### src/rtl/demultiplexor1_collector.sv
// -----------------------------------------------------------------------------
// demultiplexor1_collector
//
// Receive-side partner of the 8:1 bit multiplexor. A stream of (select, bit)
// pairs arrives over a single-bit link. Each bit is steered into the lane named
// by its select. When every lane has been written at least once, the assembled
// word is offered downstream through a valid/ready handshake.
//
// Parameters:
//   SEL_W     - select width; the word has WIDTH = 2**SEL_W lanes
//
// Ports:
//   clk       - rising-edge clock, the only clock domain
//   rst       - synchronous, active-high reset
//   in_valid  - in_sel/in_bit carry a pair this cycle
//   in_sel    - lane index the bit is written to
//   in_bit    - bit value stored at lane in_sel
//   in_ready  - the collector takes a pair this cycle (COLLECT state)
//   out_valid - the assembled word is on out_data (FULL state)
//   out_data  - assembled word; bit k is the last bit written to lane k
//   out_ready - downstream takes the word this cycle
//   flush     - (DEMUX_COLLECTOR_FLUSH_EN only) emit a partial word now
//   out_mask  - (DEMUX_COLLECTOR_FLUSH_EN only) lanes written in out_data
//
// Optional feature macro: DEMUX_COLLECTOR_FLUSH_EN
//   Undefined (default): a word is emitted only once all lanes are written.
//   Defined: adds the flush input and the out_mask output.
// -----------------------------------------------------------------------------
module demultiplexor1_collector #(
    parameter  int SEL_W = 3,
    localparam int WIDTH = 1 << SEL_W
) (
    input  logic             clk,
    input  logic             rst,
    input  logic             in_valid,
    input  logic [SEL_W-1:0] in_sel,
    input  logic             in_bit,
    output logic             in_ready,
    output logic             out_valid,
    output logic [WIDTH-1:0] out_data,
`ifdef DEMUX_COLLECTOR_FLUSH_EN
    input  logic             flush,
    output logic [WIDTH-1:0] out_mask,
`endif
    input  logic             out_ready
);

    typedef enum logic {
        COLLECT,
        FULL
    } state_t;

    state_t           state;
    state_t           state_next;
    logic [WIDTH-1:0] mask;
    logic [WIDTH-1:0] mask_next;
    logic [WIDTH-1:0] data;
    logic [WIDTH-1:0] data_next;

    // State, lane mask and data word are all registered here. Reset throws
    // away any partial or held word, so nothing half-built ever reaches the
    // output.
    always_ff @(posedge clk) begin
        if (rst) begin
            state <= COLLECT;
            mask  <= '0;
            data  <= '0;
        end else begin
            state <= state_next;
            mask  <= mask_next;
            data  <= data_next;
        end
    end

    // Next-state logic. While collecting, an accepted pair writes its lane
    // (last write wins) and marks it in the mask. The move to FULL looks at the
    // mask that already includes this cycle's lane, so the final missing lane
    // and the transition happen on the same edge. In FULL the word is frozen
    // until downstream takes it; then both registers are cleared so no bit can
    // leak into the next word.
    always_comb begin
        state_next = state;
        mask_next  = mask;
        data_next  = data;

        case (state)
            COLLECT: begin
                if (in_valid) begin
                    data_next[in_sel] = in_bit;
                    mask_next[in_sel] = 1'b1;
                end
                if (&mask_next) begin
                    state_next = FULL;
                end
`ifdef DEMUX_COLLECTOR_FLUSH_EN
                // A flush on an empty mask would emit an all-invalid word,
                // so it is only honoured once at least one lane holds data.
                else if (flush && (mask_next != '0)) begin
                    state_next = FULL;
                end
`endif
            end

            FULL: begin
                if (out_ready) begin
                    state_next = COLLECT;
                    mask_next  = '0;
                    data_next  = '0;
                end
            end

            default: begin
                state_next = COLLECT;
                mask_next  = '0;
                data_next  = '0;
            end
        endcase
    end

    // Handshake outputs come straight from the state register, which keeps
    // every input-to-output path registered.
    assign in_ready  = (state == COLLECT);
    assign out_valid = (state == FULL);
    assign out_data  = data;

`ifdef DEMUX_COLLECTOR_FLUSH_EN
    assign out_mask  = mask;
`endif

endmodule

### config.mk
export PLATFORM = sky130hd
export DESIGN_NAME = demultiplexor1_collector
export DESIGN_NICKNAME = d
export VERILOG_FILES = /design/src/rtl/demultiplexor1_collector.sv
export SDC_FILE = /design/constraint.sdc
export NUM_CORES = 1
export LEC_CHECK = 0
export CORE_MARGIN = 2
export CORE_UTILIZATION = 46
export CTS_BUF_LIST = sky130_fd_sc_hd__clkbuf_2
export CTS_CLUSTER_DIAMETER = 100
export DETAILED_ROUTE_END_ITERATION = 6
export GPL_TIMING_DRIVEN = 1
export PLACE_DENSITY = 0.84
export SETUP_SLACK_MARGIN = 0.1
export SLEW_MARGIN = 5
export SYNTH_ARGS = -nofsm -noshare
export SYNTH_HDL_FRONTEND = slang
export SYNTH_SLANG_ARGS = --single-unit
### constraint.sdc
create_clock -name clk -period 1.3 [get_ports clk]
set_input_delay 0.195 -clock clk [delete_from_list [all_inputs] [get_ports clk]]
set_output_delay 0.195 -clock clk [all_outputs]
set_load 0.02 [all_outputs]
Word-level counts from Yosys, hierarchy flattened
Index checks and enable logic that the tools add are counted. Widths: inputs -> output; s select.

Bitwise logic cells: 2. Magnitude comparators: 2. Reductions and logical operators: 3. Equality and inequality tests: 2. Multiplexer cells: 12.

Operators by type and width (count): $mux 8 (4); $pmux 8 s2 (2); $bwmux 8 (1); $or 8x8->8 (1); $reduce_and 8->1 (1); $lt 3x4->1 const B (1); $ne 2x2->1 const B (2); $demux 1 s3 (1); $ge 3x1->1 const B (1); $mux 1 (3); $pmux 1 s2 (1); $reduce_and 2->1 (1); $logic_and 1x1->1 (1); $not 1->1 (1).

Word-level logic and storage cells: 24. Input bits: 8. Register bits after elaboration: 17.

Depth between registers and ports, before layout
Depth after elaboration: 10. Mapped depth: 5. Gate-level depth less buffers: 4.

Worst setup path before layout
Ideal clock, no wire load.

Kind: register to register. Start: reg state, in the netlist out_valid. End: reg data[7], in the netlist out_data[7]. Clock period less this slack: 1408 ps. Buffers on the path: 0. Arrival: 1281 ps. Setup slack: -108 ps. Library setup time: 128 ps. Data required time: 1172 ps. Cell stages (with the launch flop): 5. Path through: dfxtp_1 -> mux2_2 -> nand4_1 -> mux2i_1 -> nor2_1.

Cells in the longest elaborated chain, start to end: 3. Elaborated cells on any way between the ends: 5. Classes of those cells: eq/ne (2); mux (1); bitwise (1); reduce/logical (1).

RTL lines: from (decl) (line 53) `state_t state;`; from (signal assigned) (line 69) `state <= state_next;`; $not 1->1; $ne 2x2->1 (no line); $reduce_and 2->1 (no line); to (signal assigned) (line 71) `data <= data_next;`; to (decl) (line 57) `logic [WIDTH-1:0] data;`.

Parallel ways exist; a longest one is shown, timed or not. A chain may end at the register's enable or synchronous reset.

Worst setup path after layout
Start: reg state, in the netlist out_valid. End: reg data[2], in the netlist out_data[2].

The elaborated chain is that of the path after synthesis.

==> impl_metrics.ini <==
[timing]
drv_slew = 0
max_freq_mhz = 759
hold_ws_ns = 0.255
tightest_slew_ns = 0.279
finalHoldViolCount = 0
period_share_pct = 101
setup_violations = 1
finalCriticalPeriod_ns = 1.32
fin_skew_ns = 0.0261
slew-limit-headroom_pct = 81.3
rsz0062_at_grt = true
tns_ns = -0.0183
fin_ws_ns = -0.0183

[routing]
route.detailed.drc = 0
wirelength_mm = 2.11
postRouteAntennaNets = 0
vias = 814
dr.pass1.iters = 4
avgViaCountPerCell = 5.46
drt_iter0_markers = 14
wl_per_cell_um = 14.2

[global_route]
grt_pass1_vias = 755
grt_overflow = 0
antenna_found_initial = 0
track_usage_pct = 21.0
grt_pass1_wl_mm = 3.23
grt_max_degree = 15

[logic_synthesis]
synth-edff-count = 0
async_reset_ff_share_pct = 0
synth.distinct_cells = 33
synth_area_leader_cell = dfxtp_1
yosys_register_bits = 17
netlist_area_um2 = 840
muxShareOfSynthArea_pct = 12.1
synth_nets = 100
syn_area_per_cell_um2 = 9.13
synth_area_leaders = dfxtp_1 (41%), mux2i_1 (11%), nor2_1 (8.0%)
ys.flop_type = dfxtp_1
synth_top_family_by_area = simple AND/OR/NAND/NOR gates
synthXorXnorAreaFrac_pct = 0
yosysSeqAreaShare_pct = 40.5
ys_warn_count = 0
synthCells = 92
synth_compound_area_share_pct = 13.9
synthSimpleGateAreaFrac_pct = 29.1
synthAdderAreaFrac_pct = 0
synth.top_cell.area_share_pct = 40.5

[pwr]
power.leakage_nw = 0.526
p_clk_share_pct = 25.5
p_switching_w = 0.000278
p_comb_share_pct = 18.3
seqPwrFrac_pct = 56.2
netSwitchingFraction_pct = 28.7
powerDensity_nw_per_um2 = 810
p_int_w = 0.000689
ir_drop_mv = 0.720
power_w = 0.000967

[worst_setup_path]
arrival_ns = 1.53
cp_data_required_time_ns = 1.51
path_buf_inv = 1
crit_type = reg -> reg
end_kind = flip-flop
critPathTopFamily = multiplexers
slowest_stage = dfxtp_4
crit_path_start_kind = flip-flop
critPathMaxStageDelay_ns = 0.40
crit_fanout = 6
cp_cell_sequence = buf_6 -> mux2_4 -> nand3b_1 -> mux2i_1 -> nor2_1

[clocking]
clock_sinks = 17
clkLatencyLatePin_ns = 0.32
cts_max_level = 1
hold_buffers = 0
cts_tree = yes
ctsRootBufferMaster = clkbuf_2
cts_max_path_buffers = 2
clk_pin_slew_ns = 0.18
cts_made_buffers = 3

[floorplan]
coreArea_um2 = 1730
die_area_um2 = 2180
die_x_um = 46.7
rows = 15
start_util_pct = 48.6
io_pins = 18
die_height_um = 46.7

[worst_hold_path]
hold_class = in -> reg

[finish]
area_delta_synth_final_pct = 42.2
fin_util_pct = 69.1
num-nets-final = 133
antenna_cells = 0
final_layout_size_suffix_gt1_share_pct = 42.7

[placement]
io_buffers = 17
dpl.hpwl_mm = 1.45
gp_congestion = 0.888

[flow_run]
maxCapViolCount = 0

[outcome]
violations = setup timing
status = finished with violations
-- worst reg2reg max path, stage by stage (launching register included) --
cell,delay [ns]
dfxtp_4,0.40
buf_6,0.11
mux2_4,0.33
nand3b_1,0.11
mux2i_1,0.18
nor2_1,0.06
-- metrics by stage --
step	instances	instance area [um2]	setup slack (ns)
global route	149	1190	-0.0362
CTS	149	1190	0.00249
finish	149	1190	-0.0183
floorplan	92	847	0.117
detailed placement	141	1120	-0.421
global placement	141	1120	-0.348
-- final timing paths --
check                       start                        to  slack [ns]  cells after the start
min reg2reg  mask[6]$_SDFFE_PP0P_      mask[6]$_SDFFE_PP0P_        0.50                      2
min                     in_sel[1]      mask[7]$_SDFFE_PP0P_        0.26                      3
max reg2reg  out_valid$_SDFF_PP0_  out_data[2]$_SDFFE_PP0P_       -0.02                      5
max          out_valid$_SDFF_PP0_  out_data[2]$_SDFFE_PP0P_       -0.02                      5
-- cells in the mapped netlist (all sizes together) (2+ instances only) --
cell type	n
nand2	2
dfxtp	17
nand4	2
buf	4
a22oi	2
nor2b	2
clkbuf	2
nand3	4
a21oi	6
mux2i	9
and4bb	2
o21ai	2
nor2	18
and4b	2
nand3b	2
-- layout by cell type, fill, tap and decap left out, types with 2 or more instances in the layout --
| cell type | netlist | layout |
|---|---|---|
| buf_4 | 0 | 16 |
| nor2_1 | 18 | 15 |
| dfxtp_1 | 17 | 15 |
| clkbuf_2 | 0 | 12 |
| mux2i_1 | 9 | 8 |
| a21oi_1 | 6 | 6 |
| nand3_2 | 0 | 3 |
| nor2_2 | 0 | 3 |
| clkdlybuf4s50_1 | 0 | 3 |
| dlygate4sd2_1 | 0 | 3 |
| and4bb_1 | 2 | 2 |
| o21ai_0 | 2 | 2 |
| nand4_1 | 2 | 2 |
| nor2b_1 | 2 | 2 |
| nand3b_1 | 2 | 2 |
| buf_6 | 1 | 2 |
-- cells by family after synthesis --
logic type | Yosys count
mux | 10
compound gates | 16
simple gates | 42
flops | 17
buf+inv | 7
-- layout make-up --
type	instances	area [um2]
inverters	1	3.75
well taps	25	31.3
clock inverters	1	5.00
clock buffers	3	15.0
repair buffers	34	264
flip-flops and latches	17	345
multi-input cells	68	529
fillers	147	533
-- power groups by stage --
| stage | sequential (W) | combinational [W] | clock [W] |
|---|---|---|---|
| finish | 0.000543 | 0.000177 | 0.000247 |
| global route | 0.000545 | 0.000190 | 0.000276 |
| CTS | 0.000542 | 0.000169 | 0.000245 |
| detailed placement | 0.000553 | 0.000169 | 0 |
| global placement | 0.000552 | 0.000163 | 0 |
| floorplan | 0.000557 | 0.0000801 | 0 |
-- sequential cells by signal (all words and copies together), names as in the netlist --
register,count
out_valid,1
mask,8
out_data,8
-- layer usage --
metal / track usage, % / up-vias / share of wire [%]
met1: 25.8 / 384 / 45
li1: - / 406 / -
met2: 34.7 / 22 / 51
met3: 8.24 / 2 / 4.1
met4: 5.00 / 0 / 0.52
met5: 0 / - / 0
-- repair_timing --
item	CTS	global route
pin swaps	6	3
setup endpoints to repair	21	25
cloned	0	0
setup buffers	4	0
gates resized for setup	27	29
hold endpoints to repair	0	0
No activity file was read; power rests on OpenSTA's default activity.
